## src/rtl/pwm_capture_pkg.sv

```systemverilog
// pwm_capture_pkg: shared FSM state type and default counter width for pwm_capture
package pwm_capture_pkg;
  localparam int CNT_W_DEF = 16;
  typedef enum logic [1:0] {IDLE = 2'd0, HIGH = 2'd1, LOW = 2'd2} state_e;
endpackage

```

## src/rtl/pwm_capture_if.sv

```systemverilog
// pwm_capture_if: capture control input and measurement results
interface pwm_capture_if
  import pwm_capture_pkg::*;
#(
  parameter int CNT_W = CNT_W_DEF
);
  logic ena;
  logic pwm_in;
  logic [CNT_W-1:0] period_cnt;
  logic [CNT_W-1:0] high_cnt;
  logic valid;
  logic stuck_high;
  logic stuck_low;
  modport master(output ena, pwm_in, input period_cnt, high_cnt, valid, stuck_high, stuck_low);
  modport slave(input ena, pwm_in, output period_cnt, high_cnt, valid, stuck_high, stuck_low);
endinterface

```

## src/rtl/pwm_capture_cond.sv

```systemverilog
// pwm_in_cond: 2-flop synchronizer, optional 3-sample majority filter
// (PWM_CAPTURE_GLITCH_FILTER_EN) and registered edge detect for pwm_in.
module pwm_in_cond (
  input  logic clk,
  input  logic rst,
  input  logic din,
  output logic level,
  output logic rise,
  output logic fall
);
  logic [1:0] sync_q, sync_d;
  logic lvl_q, lvl_d, rise_q, rise_d, fall_q, fall_d, src;
`ifdef PWM_CAPTURE_GLITCH_FILTER_EN
  logic [2:0] filt_q, filt_d;
  always_comb begin
    filt_d = {filt_q[1:0], sync_q[1]};
    src = (filt_q[0] & filt_q[1]) | (filt_q[1] & filt_q[2]) | (filt_q[0] & filt_q[2]);
  end
  always_ff @(posedge clk) filt_q <= rst ? '0 : filt_d;
`else
  assign src = sync_q[1];
`endif
  always_comb begin
    sync_d = {sync_q[0], din};
    lvl_d = src;
    rise_d = src & ~lvl_q;
    fall_d = ~src & lvl_q;
  end
  always_ff @(posedge clk) begin
    if (rst) begin
      sync_q <= '0;
      lvl_q <= 1'b0;
      rise_q <= 1'b0;
      fall_q <= 1'b0;
    end else begin
      sync_q <= sync_d;
      lvl_q <= lvl_d;
      rise_q <= rise_d;
      fall_q <= fall_d;
    end
  end
  assign level = lvl_q;
  assign rise = rise_q;
  assign fall = fall_q;
endmodule

```

## src/rtl/pwm_capture.sv

```systemverilog
// pwm_capture: measures period and high time of pwm_in between rising edges,
// flags a stuck input after TIMEOUT edgeless cycles. Filter: PWM_CAPTURE_GLITCH_FILTER_EN.
module pwm_capture
  import pwm_capture_pkg::*;
#(
  parameter int CNT_W = CNT_W_DEF,
  parameter int unsigned TIMEOUT = 2 ** CNT_W - 1
) (
  input logic clk,
  input logic rst,
  pwm_capture_if.slave bus
);
  localparam logic [CNT_W-1:0] TMO = TIMEOUT[CNT_W-1:0];
  state_e state_q, state_d;
  logic [CNT_W-1:0] cnt_q, cnt_d, hcnt_q, hcnt_d, period_q, period_d, high_q, high_d;
  logic valid_q, valid_d, sh_q, sh_d, sl_q, sl_d, level, rise, fall, cnt_sat;
  pwm_in_cond u_cond (
    .clk(clk),
    .rst(rst),
    .din(bus.pwm_in),
    .level(level),
    .rise(rise),
    .fall(fall)
  );
  assign cnt_sat = cnt_q == TMO;
  always_comb begin
    state_d = state_q;
    cnt_d = cnt_sat ? cnt_q : cnt_q + 1'b1;
    hcnt_d = hcnt_q;
    period_d = period_q;
    high_d = high_q;
    valid_d = 1'b0;
    sh_d = sh_q;
    sl_d = sl_q;
    if (!bus.ena) begin
      state_d = IDLE;
      cnt_d = '0;
      hcnt_d = '0;
    end else if (rise) begin
      state_d = HIGH;
      cnt_d = CNT_W'(1);
      hcnt_d = CNT_W'(1);
      if (state_q == LOW) begin
        period_d = cnt_q;
        high_d = hcnt_q;
        valid_d = 1'b1;
        sh_d = 1'b0;
        sl_d = 1'b0;
      end
    end else if (fall && state_q != LOW) begin
      state_d = state_q == HIGH ? LOW : IDLE;
      cnt_d = state_q == IDLE ? CNT_W'(1) : cnt_d;
    end else if (cnt_sat && (state_q != IDLE || !(sh_q || sl_q))) begin
      // an idle timeout is reported once; the counter then rests saturated
      state_d = IDLE;
      cnt_d = '0;
      hcnt_d = '0;
      period_d = '0;
      high_d = '0;
      valid_d = 1'b1;
      sh_d = level;
      sl_d = ~level;
    end else if (state_q == HIGH) begin
      hcnt_d = hcnt_q + 1'b1;
    end
  end
  always_ff @(posedge clk) begin
    if (rst) begin
      state_q <= IDLE;
      cnt_q <= '0;
      hcnt_q <= '0;
      period_q <= '0;
      high_q <= '0;
      valid_q <= 1'b0;
      sh_q <= 1'b0;
      sl_q <= 1'b0;
    end else begin
      state_q <= state_d;
      cnt_q <= cnt_d;
      hcnt_q <= hcnt_d;
      period_q <= period_d;
      high_q <= high_d;
      valid_q <= valid_d;
      sh_q <= sh_d;
      sl_q <= sl_d;
    end
  end
  assign bus.period_cnt = period_q;
  assign bus.high_cnt = high_q;
  assign bus.valid = valid_q;
  assign bus.stuck_high = sh_q;
  assign bus.stuck_low = sl_q;
endmodule

```

## src/flat_wrapper.sv

```systemverilog
// flat-port wrapper written by rule: the top's interface ports become plain ports
module pwm_capture_flat import pwm_capture_pkg::*;
#(
  parameter int CNT_W = CNT_W_DEF,
  parameter int unsigned TIMEOUT = 2 ** CNT_W - 1
)
  (clk, rst, bus_ena, bus_pwm_in, bus_period_cnt, bus_high_cnt, bus_valid, bus_stuck_high, bus_stuck_low);
  pwm_capture_if #(.CNT_W(CNT_W)) bus_i ();
  input logic clk;
  input logic rst;
  input wire logic [$bits(bus_i.ena)-1:0] bus_ena;
  input wire logic [$bits(bus_i.pwm_in)-1:0] bus_pwm_in;
  output wire logic [$bits(bus_i.period_cnt)-1:0] bus_period_cnt;
  output wire logic [$bits(bus_i.high_cnt)-1:0] bus_high_cnt;
  output wire logic [$bits(bus_i.valid)-1:0] bus_valid;
  output wire logic [$bits(bus_i.stuck_high)-1:0] bus_stuck_high;
  output wire logic [$bits(bus_i.stuck_low)-1:0] bus_stuck_low;
  assign bus_i.ena = bus_ena;
  assign bus_i.pwm_in = bus_pwm_in;
  assign bus_period_cnt = bus_i.period_cnt;
  assign bus_high_cnt = bus_i.high_cnt;
  assign bus_valid = bus_i.valid;
  assign bus_stuck_high = bus_i.stuck_high;
  assign bus_stuck_low = bus_i.stuck_low;
  pwm_capture #(.CNT_W(CNT_W), .TIMEOUT(TIMEOUT)) u_core (.clk(clk), .rst(rst), .bus(bus_i));
endmodule
```

## config.mk

```make
export PLATFORM = sky130hd
export DESIGN_NAME = pwm_capture_flat
export DESIGN_NICKNAME = d
export VERILOG_FILES = /design/src/rtl/pwm_capture_pkg.sv /design/src/rtl/pwm_capture_if.sv /design/src/rtl/pwm_capture_cond.sv /design/src/rtl/pwm_capture.sv /design/src/flat_wrapper.sv
export SDC_FILE = /design/constraint.sdc
export NUM_CORES = 1
export LEC_CHECK = 0
export BUFFER_PORTS_ARGS = -buffer_cell sky130_fd_sc_hd__buf_2
export CAP_MARGIN = 20
export CORE_ASPECT_RATIO = 1.25
export CORE_MARGIN = 5
export CORE_UTILIZATION = 55
export DETAILED_ROUTE_END_ITERATION = 16
export GPL_ROUTABILITY_DRIVEN = 0
export PLACE_DENSITY = 0.76
export SETUP_SLACK_MARGIN = 0.05
export SLEW_MARGIN = 10
export SYNTH_ARGS = -nofsm -noshare
export SYNTH_HDL_FRONTEND = slang
export SYNTH_HIERARCHICAL = 1
export SYNTH_SLANG_ARGS = --single-unit
```

## constraint.sdc

```tcl
create_clock -name clk -period 2.7 [get_ports clk]
set_input_delay 0.54 -clock clk [delete_from_list [all_inputs] [get_ports clk]]
set_output_delay 0.54 -clock clk [all_outputs]
set_load 0.01 [all_outputs]
```

Word level (Yosys, flattened, before mapping)
Cells that the tools add are included.

word-level totals
  register bits = 74
  bits in latches = 0
  bits in writable memories = 0
  memory bits (read-only) = 0
  output and inout port bits = 35
  memories kept = 0

cells by class
  add/sub/neg operators = 2
  $mul = 0
  divide/modulo/power cells = 0
  magnitude comparators = 0
  equality and inequality tests = 6
  shifts and indexed selects = 0
  muxes and demuxes = 30
  bitwise logic cells = 6
  reduce and logical (&&, ||, !) cells = 17

operator list
  operator                 count
  $mux W16                 12
  $add A16 B1 Y16 const B  2
  $eq A16 B16 Y1 const B   1
  $mux W1                  15
  $reduce_bool A2 Y1       4
  $mux W2                  3
  $reduce_bool A3 Y1       2
  $ne A2 B2 Y1 const B     2
  $not A1 Y1               4
  $reduce_and A2 Y1        2
  $reduce_and A4 Y1        1
  $reduce_or A3 Y1         1
  $and A1 B1 Y1            2
  $eq A2 B1 Y1 const B     1
  $eq A2 B2 Y1 const B     1
  $logic_and A1 B1 Y1      2
  $logic_not A2 Y1         1
  $logic_or A1 B1 Y1       2
  $ne A2 B1 Y1 const B     1
  $reduce_or A2 Y1         1
  $logic_not A1 Y1         1

Depth between registers and ports, before layout
  depth in word-level cells = 7
  gate-level depth with buffers = 7
  gate-level depth less buffers = 6

Cells and area by module
The synthesis kept the hierarchy.

modules (own cells, without submodules)
  module       times used  cells each  area each (sq um)  seq. area each (sq um)
  pwm_capture  1           310         2937.8             1381.3
  pwm_in_cond  1           10          133.9              100.1

Least setup slack after synthesis
No wires, ideal clock.

  path kind = flip-flop to flip-flop
  start = register u_core.cnt_q[0]
  end = register u_core.period_q[13] (netlist: u_core/bus.period_cnt[13])
  setup time = 0.117 ns
  arrival time = 1.740 ns
  data required time = 2.583 ns
  path slack = 0.843 ns
  cell stages (with the launch flop) = 8
  path buffers = 1
  path through = dfxtp_1 -> ha_1 -> nand4_2 -> nor2_2 -> nand2_2 -> o2bb2ai_2 -> buf_6 -> a22o_1

on the way
  cells in the longest elaborated chain, start to end = 4

RTL lines
  item                                 line               source
  start: declaration                   pwm_capture.sv:15  logic [CNT_W-1:0] cnt_q, cnt_d, hcnt_q, hcnt_d, period_q, period_d, high_q, high_d;
  start signal: assignment             pwm_capture.sv:79  cnt_q <= cnt_d;
  $eq A16 B16 Y1                       pwm_capture.sv:25  assign cnt_sat = cnt_q == TMO;
  $logic_and A1 B1 Y1                  pwm_capture.sv:53  end else if (cnt_sat && (state_q != IDLE || !(sh_q || sl_q))) begin
  $reduce_bool A2 Y1 (no source line)  -
  $reduce_and A4 Y1 (no source line)   -
  end signal: assignment               pwm_capture.sv:81  period_q <= period_d;
  end: declaration                     pwm_capture.sv:15

No other way between the ends.
A chain may end at the register's enable or synchronous reset.

Worst setup path after layout
  start = register u_core.cnt_q[0]
  end = register u_core.period_q[12] (netlist: u_core/bus.period_cnt[12])

Same word-level chain as after synthesis.

==> results.json <==
{
  "finalSetupTns_ns": 0,
  "hold_depth": 2,
  "io_pins": 39,
  "drive_gt1_frac": 0.207,
  "numCtsBuffers": 9,
  "synth_flop_cell": "dfxtp_1",
  "arrival_ns": 2.39,
  "crit_type": "reg -> reg",
  "skew_ns": 0.00678,
  "ir_drop_mv": 0.329,
  "yosysMostFrequentCell": "dfxtp_1",
  "synth_common_cells": "dfxtp_1, nor2_1, a22o_1, nand2_1, a21oi_1",
  "r2r_cells": 7,
  "remaining_drc_errors": 0,
  "vias": 2544,
  "pre_cts_ws_ns": 0.567,
  "hold_class": "in -> reg",
  "reg2reg_slack_ns": 0.55,
  "outcome": "complete, no violations",
  "place_inst": 416,
  "synth.top_cell.area_share": 0.482,
  "critPathLaunchType": "flip-flop",
  "diodes": 0,
  "cpMaxStageDelayCell": "dfxtp_1",
  "holdPathEnd": "u_core/u_cond/sync_q[0]",
  "grtUsageTotal": 0.189,
  "routed_wl_um": 6550,
  "viasPerCell": 5.89,
  "regToRegStartpoint": "u_core/cnt_q[0]",
  "initial_core_util": 0.564,
  "synth_edf_count": 0,
  "worst_pin_slew_ns": 0.799,
  "grt_pass1_vias": 2394,
  "utilization": 0.648,
  "seq_area_frac_synth": 0.482,
  "critical_path.top_delay_family": "simple AND/OR/NAND/NOR gates",
  "fp-row-count": 30,
  "die_h_um": 93.6,
  "cts_setup_buffers": 0,
  "maxCapViolations": 0,
  "ys_types": 52,
  "slowest_delay_ns": 0.40,
  "detail_route.wl_per_cell_um": 15.2,
  "ctsResizeCount": 0,
  "fp.dieW_um": 76.8,
  "netlist_instances": 320,
  "cts_tree": "done",
  "clk_latency_ns": 0.35,
  "syn_to_final_growth_pct": 14.7,
  "grt_pass1_wl_um": 11100,
  "netlist_area_sq_mm": 0.00307,
  "ys_async_sr_fraction": 0,
  "clkTransAtPathRegs_ns": 0.08,
  "finalNonFillerCells": 432,
  "htree_num_levels": 3,
  "synth_nets": 326,
  "slew_headroom": 0.464,
  "antenna_found_initial": 0,
  "grt_max_degree": 33,
  "syn_area_per_cell_sq_um": 9.60,
  "worstReg2RegEnd": "u_core/bus.period_cnt[12]",
  "end_kind": "flip-flop",
  "cp_max_fo": 17,
  "postCtsHoldBufs": 0,
  "coreArea_sq_mm": 0.00544,
  "path_cells": "ha_1 > nand4_2 > nor2_2 > nand2_2 > o2bb2ai_2 > buf_12 > a22o_1",
  "holdCritStartpoint": "bus_pwm_in",
  "worst-path-buf-inv": 1,
  "fin_crit_ns": 2.15,
  "cts-root-buf": "clkbuf_8",
  "p_per_area_mw_per_mm2": 573,
  "p_leak_nw": 1.41,
  "hpwl_um": 4650,
  "hold_violations": 0,
  "dr.pass1.iters": 4,
  "nNetsFinal": 369,
  "setup_viol": 0,
  "fin_ws_ns": 0.550,
  "synthTopCellsByArea": "dfxtp_1, a22o_1, nor2_1",
  "die_area_sq_mm": 0.00719,
  "synth-seq-cells": 74,
  "synth_largest_area_cell": "dfxtp_1",
  "route.antenna.remaining_nets": 0,
  "drv_slew": 0,
  "cts_sinks": 74,
  "drt-initial-drc-count": 165,
  "grt_overflow": 0,
  "max_freq_ghz": 0.465,
  "clk_path_buf_depth": 2,
  "min_period_over_period": 0.796,
  "place_area_sq_mm": 0.00332,
  "io_buffers": 38,
  "final_area_sq_mm": 0.00352,
  "ys_warn_count": 6,
  "required_ns": 2.94,
  "grt_setup_unrepaired": "no"
}
## cells in the final DEF (no fill, tap or decap), drive strengths merged, types with 2 or more instances in the layout
master | Yosys | layout
a211oi | 5 | 5
a21o | 2 | 2
a21oi | 15 | 15
a22o | 32 | 32
a31oi | 4 | 4
and2 | 2 | 2
and3 | 3 | 3
and4 | 2 | 2
buf | 6 | 42
clkbuf | 4 | 11
clkinv | 0 | 3
dfxtp | 74 | 74
ha | 2 | 2
inv | 4 | 4
mux2i | 3 | 3
nand2 | 29 | 29
nand2b | 4 | 4
nand3 | 12 | 12
nand4 | 13 | 13
nor2 | 42 | 42
nor2b | 5 | 5
nor3 | 6 | 6
nor3b | 5 | 5
nor4 | 3 | 3
o21a | 2 | 2
o21ai | 11 | 11
or2 | 3 | 3
or3 | 3 | 3
or4 | 2 | 2
xnor2 | 6 | 6
xor2 | 6 | 6
## metal layers
layer,global-route usage,part of all wire,wire [um]
met5,0,0,0
met4,0.109,0.028,181
met3,0.0414,0.040,260
met2,0.331,0.51,3360
met1,0.209,0.42,2760
## worst register-to-register path: stages (launching register included)
cell and delay [ns]:
dfxtp_1 0.40, ha_1 0.25, nand4_2 0.14, nor2_2 0.28
nand2_2 0.18, o2bb2ai_2 0.32, buf_12 0.24, a22o_1 0.23
## layout make-up
type / count / area [sq um]
multi-input cells: 232 / 1510
flip-flops and latches: 74 / 1480
repair buffers: 42 / 233
well taps: 64 / 80.1
inverters: 4 / 15.0
fillers: 433 / 1920
clock buffers: 11 / 151
clock inverters: 5 / 52.6
## where the power goes
group	leakage, nW	internal (mW)	switching, mW	total [mW]
Sequential	0.597	1.10	0.00519	1.10
Combinational	0.712	0.0186	0.0354	0.0540
Clock	0.105	0.472	0.395	0.867
Total	1.41	1.59	0.436	2.02
## state kept, by name, summed over array words and instances (netlist names), 2 cells and up
register	count
u_core/bus.high_cnt	16
u_core/bus.period_cnt	16
u_core/cnt_q	16
u_core/hcnt_q	16
u_core/state_q	2
u_core/u_cond/sync_q	2
## cells by family (layout without fill, tap and decap cells)
group	after synthesis	in the layout	synth area share
adders and majority gates	2	2	0.00815
DFF	74	74	0.482
AOI/OAI and AO/OA	79	79	0.194
and+or+nand+nor	135	135	0.241
muxes	4	4	0.0134
buffers and inverters	14	62	0.0265
xor gates and xnor gates	12	12	0.0342
## worst max path at each step
stage | startpoint | end | slack [ns] | cells after the start
floorplan | u_core/cnt_q[0] | u_core/bus.period_cnt[13] | 0.84 | 7
CTS | u_core/cnt_q[0] | u_core/bus.period_cnt[12] | 0.56 | 7
global placement | u_core/cnt_q[0] | u_core/bus.period_cnt[2] | 0.64 | 7
finish | u_core/cnt_q[0] | u_core/bus.period_cnt[12] | 0.55 | 7
detailed placement | u_core/cnt_q[0] | u_core/bus.period_cnt[12] | 0.57 | 7
global route | u_core/cnt_q[0] | u_core/hcnt_q[0] | 0.33 | 7
## through the flow
step / power [mW] / hold WS, ns
6_report: 2.02 / 0.395
5_1_grt: 2.10 / 0.389
4_1_cts: 2.04 / 0.390
3_5_place_dp: 1.18 / 0.428
3_3_place_gp: 1.18 / 0.416
2_1_floorplan: 1.16 / 0.401
(Power assumes the default switching activity.)
